## config.mk

```make
export PLATFORM = sky130hd
export DESIGN_NAME = alu_cmd_driver
export DESIGN_NICKNAME = d
export VERILOG_FILES = /design/src/rtl/alu_pkg.sv /design/src/rtl/alu_ref_model.sv /design/src/rtl/alu_cmd_driver.sv
export SDC_FILE = /design/constraint.sdc
export NUM_CORES = 1
export LEC_CHECK = 0
export CORE_UTILIZATION = 25
export DETAILED_ROUTE_END_ITERATION = 12
export GPL_TIMING_DRIVEN = 0
export PLACE_DENSITY = 0.64
export SYNTH_ARGS = -nofsm -noshare
export SYNTH_HDL_FRONTEND = slang
export SYNTH_SLANG_ARGS = --single-unit
```

## constraint.sdc

```tcl
create_clock -name clk -period 1.6 [get_ports clk]
set_input_delay 0.48 -clock clk [delete_from_list [all_inputs] [get_ports clk]]
set_output_delay 0.48 -clock clk [all_outputs]
set_load 0.05 [all_outputs]
```

## src/rtl/alu_pkg.sv

```systemverilog
// Shared definitions for the ALU command driver: function codes, flag bit
// positions and driver state encoding.
package alu_pkg;

  localparam int FLAG_W = 5;

  localparam logic [3:0] ALU_ADD  = 4'b0000;
  localparam logic [3:0] ALU_SUB  = 4'b0001;
  localparam logic [3:0] ALU_MUL  = 4'b0010;
  localparam logic [3:0] ALU_DIV  = 4'b0011;
  localparam logic [3:0] ALU_AND  = 4'b0100;
  localparam logic [3:0] ALU_OR   = 4'b0101;
  localparam logic [3:0] ALU_NAND = 4'b0110;
  localparam logic [3:0] ALU_NOR  = 4'b0111;
  localparam logic [3:0] ALU_XOR  = 4'b1000;
  localparam logic [3:0] ALU_XNOR = 4'b1001;
  localparam logic [3:0] ALU_EQ   = 4'b1010;
  localparam logic [3:0] ALU_GT   = 4'b1011;
  localparam logic [3:0] ALU_LT   = 4'b1100;
  localparam logic [3:0] ALU_SHR  = 4'b1101;
  localparam logic [3:0] ALU_SHL  = 4'b1110;
  localparam logic [3:0] ALU_NOP  = 4'b1111;

  // Flag vector layout is {carry, arith, logic, cmp, shift}
  localparam int FLAG_CARRY = 4;
  localparam int FLAG_ARITH = 3;
  localparam int FLAG_LOGIC = 2;
  localparam int FLAG_CMP   = 1;
  localparam int FLAG_SHIFT = 0;

  typedef enum logic [1:0] {
    ST_IDLE = 2'd0,
    ST_WAIT = 2'd1,
    ST_RESP = 2'd2
  } state_e;

endpackage

```

## src/rtl/alu_ref_model.sv

```systemverilog
// Combinational golden model of the 16-bit ALU, used by the driver's
// self-check path when ALU_DRV_CHECK_EN is defined.
module alu_ref_model
  import alu_pkg::*;
(
  input  logic [3:0]        fun_i,
  input  logic [15:0]       a_i,
  input  logic [15:0]       b_i,
  output logic [15:0]       out_o,
  output logic [FLAG_W-1:0] flags_o
);

  logic [16:0] sum;

  always_comb begin
    out_o   = 16'h0000;
    flags_o = '0;
    sum     = 17'h0_0000;
    case (fun_i)
      ALU_ADD: begin
        sum = {1'b0, a_i} + {1'b0, b_i};
        out_o = sum[15:0];
        flags_o[FLAG_CARRY] = sum[16];
      end
      ALU_SUB: begin
        out_o = a_i - b_i;
        flags_o[FLAG_CARRY] = (a_i < b_i);
      end
      ALU_MUL:  out_o = a_i * b_i;
      ALU_DIV:  out_o = (b_i == 16'h0000) ? 16'h0000 : a_i / b_i;
      ALU_AND:  out_o = a_i & b_i;
      ALU_OR:   out_o = a_i | b_i;
      ALU_NAND: out_o = ~(a_i & b_i);
      ALU_NOR:  out_o = ~(a_i | b_i);
      ALU_XOR:  out_o = a_i ^ b_i;
      ALU_XNOR: out_o = ~(a_i ^ b_i);
      ALU_EQ:   out_o = (a_i == b_i) ? 16'd1 : 16'd0;
      ALU_GT:   out_o = (a_i > b_i)  ? 16'd2 : 16'd0;
      ALU_LT:   out_o = (a_i < b_i)  ? 16'd3 : 16'd0;
      ALU_SHR:  out_o = a_i >> 1;
      ALU_SHL:  out_o = a_i << 1;
      default:  out_o = 16'h0000;
    endcase

    if (fun_i <= ALU_DIV)       flags_o[FLAG_ARITH] = 1'b1;
    else if (fun_i <= ALU_XNOR) flags_o[FLAG_LOGIC] = 1'b1;
    else if (fun_i <= ALU_LT)   flags_o[FLAG_CMP]   = 1'b1;
    else if (fun_i <= ALU_SHL)  flags_o[FLAG_SHIFT] = 1'b1;
  end

endmodule

```

## src/rtl/alu_cmd_driver.sv

```systemverilog
// Initiator for the registered 16-bit ALU: takes commands, waits out the ALU
// latency, returns result/flags. Define ALU_DRV_CHECK_EN to enable self-check.
module alu_cmd_driver
  import alu_pkg::*;
#(
  parameter int ALU_LAT = 1,
  parameter int CNT_W   = 16
) (
  input  logic              clk,
  input  logic              rst,
  input  logic              cmd_valid,
  output logic              cmd_ready,
  input  logic [3:0]        cmd_fun,
  input  logic [15:0]       cmd_a,
  input  logic [15:0]       cmd_b,
  output logic [15:0]       alu_a,
  output logic [15:0]       alu_b,
  output logic [3:0]        alu_fun,
  input  logic [15:0]       alu_out,
  input  logic              alu_carry,
  input  logic              alu_arith,
  input  logic              alu_logic,
  input  logic              alu_cmp,
  input  logic              alu_shift,
  output logic              rsp_valid,
  input  logic              rsp_ready,
  output logic [15:0]       rsp_data,
  output logic [FLAG_W-1:0] rsp_flags,
  output logic              rsp_err,
  output logic              busy,
  output logic [CNT_W-1:0]  txn_count,
  output logic [7:0]        err_count
);

  localparam int LAT_W = $clog2(ALU_LAT + 1);

  state_e             state_q, state_d;
  logic [LAT_W-1:0]   cnt_q, cnt_d;
  logic [15:0]        alu_a_q, alu_a_d;
  logic [15:0]        alu_b_q, alu_b_d;
  logic [3:0]         alu_fun_q, alu_fun_d;
  logic               rsp_valid_q, rsp_valid_d;
  logic [15:0]        rsp_data_q, rsp_data_d;
  logic [FLAG_W-1:0]  rsp_flags_q, rsp_flags_d;
  logic [CNT_W-1:0]   txn_q, txn_d;
  logic [FLAG_W-1:0]  flags_in;
  logic               capture;

  assign flags_in = {alu_carry, alu_arith, alu_logic, alu_cmp, alu_shift};
  assign capture  = (state_q == ST_WAIT) && (cnt_q == '0);

  always_comb begin
    state_d     = state_q;
    cnt_d       = cnt_q;
    alu_a_d     = alu_a_q;
    alu_b_d     = alu_b_q;
    alu_fun_d   = alu_fun_q;
    rsp_valid_d = rsp_valid_q;
    rsp_data_d  = rsp_data_q;
    rsp_flags_d = rsp_flags_q;
    txn_d       = txn_q;
    case (state_q)
      ST_IDLE: begin
        if (cmd_valid) begin
          alu_a_d   = cmd_a;
          alu_b_d   = cmd_b;
          alu_fun_d = cmd_fun;
          cnt_d     = LAT_W'(ALU_LAT);
          state_d   = ST_WAIT;
        end
      end
      ST_WAIT: begin
        if (capture) begin
          rsp_data_d  = alu_out;
          rsp_flags_d = flags_in;
          rsp_valid_d = 1'b1;
          // Park the ALU on the no-op code between transactions
          alu_fun_d   = ALU_NOP;
          alu_a_d     = 16'h0000;
          alu_b_d     = 16'h0000;
          state_d     = ST_RESP;
        end else begin
          cnt_d = cnt_q - LAT_W'(1);
        end
      end
      ST_RESP: begin
        if (rsp_ready) begin
          rsp_valid_d = 1'b0;
          txn_d       = txn_q + CNT_W'(1);
          state_d     = ST_IDLE;
        end
      end
      default: state_d = ST_IDLE;
    endcase
  end

  always_ff @(posedge clk) begin
    if (rst) begin
      state_q     <= ST_IDLE;
      cnt_q       <= '0;
      alu_a_q     <= 16'h0000;
      alu_b_q     <= 16'h0000;
      alu_fun_q   <= ALU_NOP;
      rsp_valid_q <= 1'b0;
      rsp_data_q  <= 16'h0000;
      rsp_flags_q <= '0;
      txn_q       <= '0;
    end else begin
      state_q     <= state_d;
      cnt_q       <= cnt_d;
      alu_a_q     <= alu_a_d;
      alu_b_q     <= alu_b_d;
      alu_fun_q   <= alu_fun_d;
      rsp_valid_q <= rsp_valid_d;
      rsp_data_q  <= rsp_data_d;
      rsp_flags_q <= rsp_flags_d;
      txn_q       <= txn_d;
    end
  end

  assign cmd_ready = (state_q == ST_IDLE);
  assign busy      = (state_q != ST_IDLE);
  assign alu_a     = alu_a_q;
  assign alu_b     = alu_b_q;
  assign alu_fun   = alu_fun_q;
  assign rsp_valid = rsp_valid_q;
  assign rsp_data  = rsp_data_q;
  assign rsp_flags = rsp_flags_q;
  assign txn_count = txn_q;

`ifdef ALU_DRV_CHECK_EN
  logic [3:0]        chk_fun_q;
  logic [15:0]       chk_a_q, chk_b_q;
  logic [15:0]       exp_out;
  logic [FLAG_W-1:0] exp_flags;
  logic              carry_chk;
  logic              mismatch;
  logic              rsp_err_q;
  logic [7:0]        err_cnt_q;

  alu_ref_model u_ref (
    .fun_i   (chk_fun_q),
    .a_i     (chk_a_q),
    .b_i     (chk_b_q),
    .out_o   (exp_out),
    .flags_o (exp_flags)
  );

  // Carry is only meaningful for add/sub; other codes leave it unspecified
  assign carry_chk = (chk_fun_q == ALU_ADD) || (chk_fun_q == ALU_SUB);
  assign mismatch  = (exp_out != alu_out)
                  || (exp_flags[FLAG_ARITH:0] != flags_in[FLAG_ARITH:0])
                  || (carry_chk && (exp_flags[FLAG_CARRY] != alu_carry));

  always_ff @(posedge clk) begin
    if (rst) begin
      chk_fun_q <= ALU_NOP;
      chk_a_q   <= 16'h0000;
      chk_b_q   <= 16'h0000;
      rsp_err_q <= 1'b0;
      err_cnt_q <= 8'h00;
    end else begin
      if ((state_q == ST_IDLE) && cmd_valid) begin
        chk_fun_q <= cmd_fun;
        chk_a_q   <= cmd_a;
        chk_b_q   <= cmd_b;
      end
      if (capture) begin
        rsp_err_q <= mismatch;
        if (mismatch && (err_cnt_q != 8'hFF)) err_cnt_q <= err_cnt_q + 8'h01;
      end
    end
  end

  assign rsp_err   = rsp_err_q;
  assign err_count = err_cnt_q;
`else
  assign rsp_err   = 1'b0;
  assign err_count = 8'h00;
`endif

endmodule

```

==> flow_summary.toml, run 1 <==
[global_routing]
antenna_found_initial = 0
grt-ovfl-total = 0
grt_first_pass_wirelength_microns = 12610
grt_pass1_vias = 2620
track_usage_pct = 13.45
grt_max_degree = 14

[worst_setup_path]
path_cells = "buf_6 -> nand3b_4 -> or4_4 -> buf_4 -> o31ai_1 -> a21oi_1"
worst-setup-path-type = "flip-flop to flip-flop"
cp_slowest_stage_delay_ns = 0.52
cp_data_arrival_time_ns = 1.88
critPathCaptureType = "flip-flop"
worstPathRequired_ns = 1.79
crit_path_top_delay_cell = "or4_4"
start_kind = "flip-flop"
cp_max_fo = 5

[sta]
slew_violations = 0
worst_pin_slew_ns = 0.5497
post-route-period-util_pct = 105.2
final.setup.worst_slack_ns = -0.08400
finalSetupViolCount = 2
fin_tns_setup_ns = -0.1396
fmax_ghz = 0.5938
relSlewSlack_pct = 63.02
grt_setup_unrepaired = "yes"
hold_viol_final = 0
min_period_ns = 1.684
finClkSkew_ns = 0.007578

[synth]
yosysSeqAreaShare_pct = 52.78
ys_ff_latch = 77
synth_most_common_cell = "dfxtp_1"
synth_top_area_cell = "dfxtp_1"
avgSynthCellArea_sq_um = 8.823
syn_inst = 331
ys_top_cells_by_area = "dfxtp_1 53%, a22oi_1 8.2%, nand2_1 6.2%"
synth_edf_count = 0
yosys.area.top_type_share_pct = 52.78
synth_warnings = 0
syn_area_sq_mm = 0.002920
synth_ff_type = "dfxtp_1"
synthTopCellsByCount = "77 x dfxtp_1, 48 x nand2_1, 45 x nor2_1, 32 x a21oi_1, 32 x a22oi_1"
yosysUniqueCellTypes = 37
async_flop_share_pct = 0

[drt]
top_layer_used = "met4"
via_per_inst = 4.416
drtAntennaViolNets = 0
wire_per_inst_microns = 12.66
wl_met1_microns = 3604
wl_met2_microns = 3690
dr.first_iter.drc_count = 139
vias = 2857
route.detailed.drc = 0
wl_met3_microns = 787
firstDrtPassIters = 4
drt-total-wl_microns = 8188

[clocking]
cts_root_buf = "clkbuf_16"
cts_tree = "built"
clock_latency_ns = 0.32
cts.path.max_buffers = 2
clk_pin_slew_ns = 0.06
cts_sinks = 77
ctsHtreeMaxLevel = 3
numCtsBuffers = 9

[power]
internal_power_w = 0.003648
leakage_nw = 1.937
switching_power_w = 0.001513
combPwrFrac_pct = 21.5
seqPwrFrac_pct = 40.0
vdd_drop_max_uv = 460.4
swShare_pct = 29.31
powerDensity_mw_per_mm2 = 1019
p_clk_share_pct = 38.5

[run]
drv_cap = 0

[outcome]
violations = "negative setup slack"
run_status = "finished with violations"

[floorplanning]
core_sq_mm = 0.01142
fp.dieW_microns = 110.1
start_util_pct = 25.58
dieArea_sq_mm = 0.01212
io_pins = 146
fp.dieH_microns = 110.1
row_count = 39

[placed_design]
gp_congestion = 0.7577
io_buffers = 135
hpwl_microns = 5872
pre_cts_ws_ns = -0.7535

[finish]
layout.nets = 561
syn_to_final_growth_pct = 73.44
antenna_cells = 0
drive_above_1_share_pct = 30.56

[worst_hold_path]
hold_path_class = "flip-flop to flip-flop"
power by group through the flow:
| stage | registers [W] | clock network, W | logic, W |
|---|---|---|---|
| floorplan | 0.00242 | 0 | 0.000357 |
| detailed placement | 0.00210 | 0 | 0.00110 |
| global route | 0.00208 | 0.00214 | 0.00119 |
| CTS | 0.00206 | 0.00206 | 0.00110 |
| global placement | 0.00210 | 0 | 0.00109 |
| finish | 0.00206 | 0.00199 | 0.00111 |
cell type report:
| cell class | instances | area [sq um] |
|---|---|---|
| plain buffers | 30 | 211.5 |
| clock buffers | 10 | 229.0 |
| clock inverters | 6 | 63.81 |
| fillers | 1122 | 6354 |
| inverters | 6 | 22.52 |
| multi-input cells | 224 | 1249 |
| flip-flops and latches | 77 | 1575 |
| well taps | 143 | 178.9 |
| repair buffers | 151 | 1535 |
placed cells by master, fill, tap and decap left out, types with 5 or more instances in the layout:
cell type / Yosys / routed
a21oi_1: 32 / 32
or3_1: 5 / 5
dfxtp_1: 77 / 64
clkbuf_1: 20 / 8
xnor2_1: 5 / 5
nand2_1: 48 / 48
buf_4: 9 / 30
dfxtp_4: 0 / 7
clkbuf_16: 0 / 9
clkdlybuf4s15_2: 0 / 67
dfxtp_2: 0 / 6
conb_1: 1 / 9
nor2_1: 45 / 44
inv_1: 6 / 5
clkdlybuf4s50_1: 0 / 57
nand2b_1: 8 / 8
a22oi_1: 32 / 29
buf_2: 0 / 5
metal layers:
layer | track usage [%] | vias to the layer above
li1 | - | 1447
met1 | 16.49 | 1289
met2 | 21.21 | 112
met3 | 4.997 | 9
met4 | 5.429 | 0
met5 | 0 | -
kinds of logic (layout without fill, tap and decap cells):
group                      count (synthesis)  in the layout  share of synthesized area, %
and+or+nand+nor                          127            127                         20.14
DFF                                       77             77                         52.78
AOI/OAI and AO/OA                         77             77                         16.62
xor gates and xnor gates                   9              9                         2.699
adders and majority gates                  1              1                        0.4284
muxes                                      1              1                        0.3428
buffers and inverters                     38            203                         6.855
other                                      1              9                        0.1284
worst paths after layout:
| kind | from | slack [ns] | to | cells after the start |
|---|---|---|---|---|
| max | state_q[1]$_SDFFE_PP0P_ | -0.08 | txn_count[15]$_SDFFE_PP0P_ | 6 |
| min | rsp_data[4]$_SDFFE_PP0P_ | 0.45 | rsp_data[4]$_SDFFE_PP0P_ | 2 |
| max reg2reg | state_q[1]$_SDFFE_PP0P_ | -0.08 | txn_count[15]$_SDFFE_PP0P_ | 6 |
| min reg2reg | rsp_data[4]$_SDFFE_PP0P_ | 0.45 | rsp_data[4]$_SDFFE_PP0P_ | 2 |
critical path: cells and delay by family, from the launching register on:
| kind | cells | cell delay [ns] |
|---|---|---|
| and+or+nand+nor | 2 | 0.60 |
| DFF | 1 | 0.32 |
| AOI/OAI and AO/OA | 2 | 0.34 |
| buffers and inverters | 2 | 0.28 |
timing repair:
item                       4_1_cts  5_1_grt
gates resized for setup        256       31
setup endpoints to repair      133       61
hold buffers                     0        0
buffers inserted                 6       10
pin swaps                        5        6
flip-flops by register name, indices dropped and copies added, names as in the netlist:
name	count
rsp_data	16
rsp_valid	1
txn_count	16
state_q	2
cnt_q	1
rsp_flags	5
alu_b	16
alu_a	16
alu_fun	4
stage by stage:
| stage | instances | cell area, sq um | total power, W | utilization (%) | hold slack [ns] |
|---|---|---|---|---|---|
| after floorplan | 339 | 2994 | 0.002774 | - | 0.4704 |
| after global placement | 617 | 4524 | 0.003186 | 39.62 | 0.4417 |
| after detailed placement | 617 | 4524 | 0.003197 | 39.62 | 0.4486 |
| after CTS | 639 | 4980 | 0.005221 | 43.61 | 0.4572 |
| after global routing | 647 | 5065 | 0.005407 | 44.36 | 0.4695 |
| final | 647 | 5065 | 0.005160 | 44.36 | 0.4549 |
Power figures use the tool's default switching activity.
==> inputs of run 2 (changes only) <==
- CAP_MARGIN: default -> 20
==> results of run 2 <==
No change in the layout: final DEF, timing and power equal those of run 1.
==> variant, RTL diff (config.mk and constraints of run 2) <==
The option `ALU_DRV_CHECK_EN` is turned on by a define.
--- a/src/rtl/alu_cmd_driver.sv
+++ b/src/rtl/alu_cmd_driver.sv
@@ -1,5 +1,7 @@
 // Initiator for the registered 16-bit ALU: takes commands, waits out the ALU
 // latency, returns result/flags. Define ALU_DRV_CHECK_EN to enable self-check.
+`define ALU_DRV_CHECK_EN
+
 module alu_cmd_driver
   import alu_pkg::*;
 #(
Formal check against the unedited RTL: not equivalent (Yosys sat finds a counterexample within 4 cycles, from zero or initial values and one cycle with rst high).
==> variant against run 2 <==
- the flow still finishes with violations (negative setup slack)
- via count increased to 7.5 times the old value
- synthesized cell count increased to 7.7 times the old value
- synthesized area increased to 6.5 times the old value
- design area increased to 5.1 times the old value
- setup slack got worse by 24 ns
- wire length increased to 10 times the old value
- die area increased to 6.3 times the old value
- sequential share of layout area decreased by 21 points
- sequential cell count increased by 45
Power is not shown: default switching activity piles up to over one toggle a cycle in this logic, so the estimate is an artifact.
==> variant: results (changes against run 2) <==
| Metric | Value |
|---|---|
| Worst-Margin Slew | `1.27 ns (was 0.550 ns)` |
| Top cells by area, synth | `ha_1, dfxtp_1, fa_1, a21oi_1, nand2_1 (was dfxtp_1, a22oi_1, nand2_1, nor2_1, a21oi_1)` |
| Crit path launch | `chk_b_q[14] (was state_q[1])` |
| Initial DRC count | `1,791 (was 139)` |
| DP Area | `0.0223 mm2 (was 0.00452 mm2)` |
| Critical path peak fanout | `7 (was 5)` |
| Final WL | `83,200 um (was 8190 um)` |
| Seq/Total Area, Yosys | `0.130 (was 0.528)` |
| Post-Route Skew | `0.0103 ns (was 0.00758 ns)` |
| Largest net degree at the start of global routing | `28 (was 14)` |
| Gr usage total | `0.207 (was 0.134)` |
| Critical Path Max Stage Delay | `0.48 ns (was 0.52 ns)` |
| Worst setup margin | `-24.45 ns (was -0.0840 ns)` |
| Layout cells sized above 1 | `0.251 (was 0.306)` |
| CTS Buf Count | `17 (was 9)` |
| DRT Pass-1 Iters | `6 (was 4)` |
| Top post-synthesis cells by count | `nand2_1, nor2_1, ha_1 (was dfxtp_1, nand2_1, nor2_1)` |
| Initial antenna violation count | `2 (was 0)` |
| Count of final setup violators | `17 (was 2)` |
| Status | `finished with violations (unchanged)` |
| Synth cell types | `98 (was 37)` |
| PortBufs | `144 (was 135)` |
| R2R depth | `131 (was 6)` |
| H-tree levels | `4 (was 3)` |
| Failing checks | `negative setup slack (unchanged)` |
| HPWL after DPL | `60,300 um (was 5870 um)` |
| Number of global-route vias before repair | `20,500 (was 2,620)` |
| Routed vias/inst | `5.48 (was 4.42)` |
-- variant: worst register-to-register path, delay by kind of cell (launching register included) --
kind	cells	cell delay [ns]
AO/OA/AOI/OAI	69	13.34
XOR/XNOR	2	0.26
adder cells (fa/ha/maj)	15	3.86
buffers and inverters	13	1.96
flip-flops	1	0.40
multiplexers	5	1.66
AND/OR/NAND/NOR	27	4.50
-- variant: layer usage --
layer,part of all wire,up-vias,track usage
met3,0.098,226,0.0467
met1,0.41,10300,0.266
met2,0.44,1049,0.327
met5,0.00028,-,0
li1,-,9747,-
met4,0.048,4,0.0976
-- variant: worst min path at each step --
stage                            start  slack [ns]  cells past startpoint           end
after floorplan             state_q[1]        0.47                      1    state_q[0]
after global routing      rsp_data[15]        0.47                      2  rsp_data[15]
after detailed placement      alu_a[7]        0.45                      2      alu_a[7]
final                     rsp_data[15]        0.45                      2  rsp_data[15]
after global placement    rsp_flags[0]        0.44                      2  rsp_flags[0]
after CTS                 rsp_data[15]        0.45                      2  rsp_data[15]
-- variant: cell type report --
type / instances / area, um2
Buffer: 122 / 840
Clock buffer: 22 / 464
Clock inverter: 8 / 169
Fill cell: 7724 / 48700
Inverter: 198 / 773
Multi-Input combinational cell: 2090 / 17000
Sequential cell: 122 / 2510
Tap cell: 969 / 1210
Timing Repair Buffer: 368 / 2950
-- variant: kinds of logic (layout without fill, tap and decap cells) --
group | Yosys count | count (layout) | synth area share
AO/OA/AOI/OAI | 666 | 666 | 0.233
XOR/XNOR | 145 | 145 | 0.0681
adder cells (fa/ha/maj) | 321 | 321 | 0.246
buffers and inverters | 321 | 718 | 0.0644
flip-flops | 122 | 122 | 0.130
multiplexers | 61 | 61 | 0.0364
AND/OR/NAND/NOR | 897 | 897 | 0.223
-- variant: through the flow --
| step | cells | utilization | setup WS [ns] | hold slack [ns] |
|---|---|---|---|---|
| floorplan | 2533 | - | -22.49 | 0.466 |
| global placement | 3646 | 0.298 | -27.81 | 0.441 |
| detailed placement | 3650 | 0.299 | -27.98 | 0.447 |
| CTS | 3835 | 0.333 | -23.69 | 0.453 |
| global route | 3899 | 0.347 | -25.36 | 0.473 |
| finish | 3899 | 0.347 | -24.45 | 0.450 |
-- variant: timing repair --
action                                 CTS  global route
pin swaps                              125           100
endpoints found under the hold margin    0             0
setup endpoints to repair              194            99
resized for setup                      666           166
gates cloned                             5             1
buffers inserted                       150            62
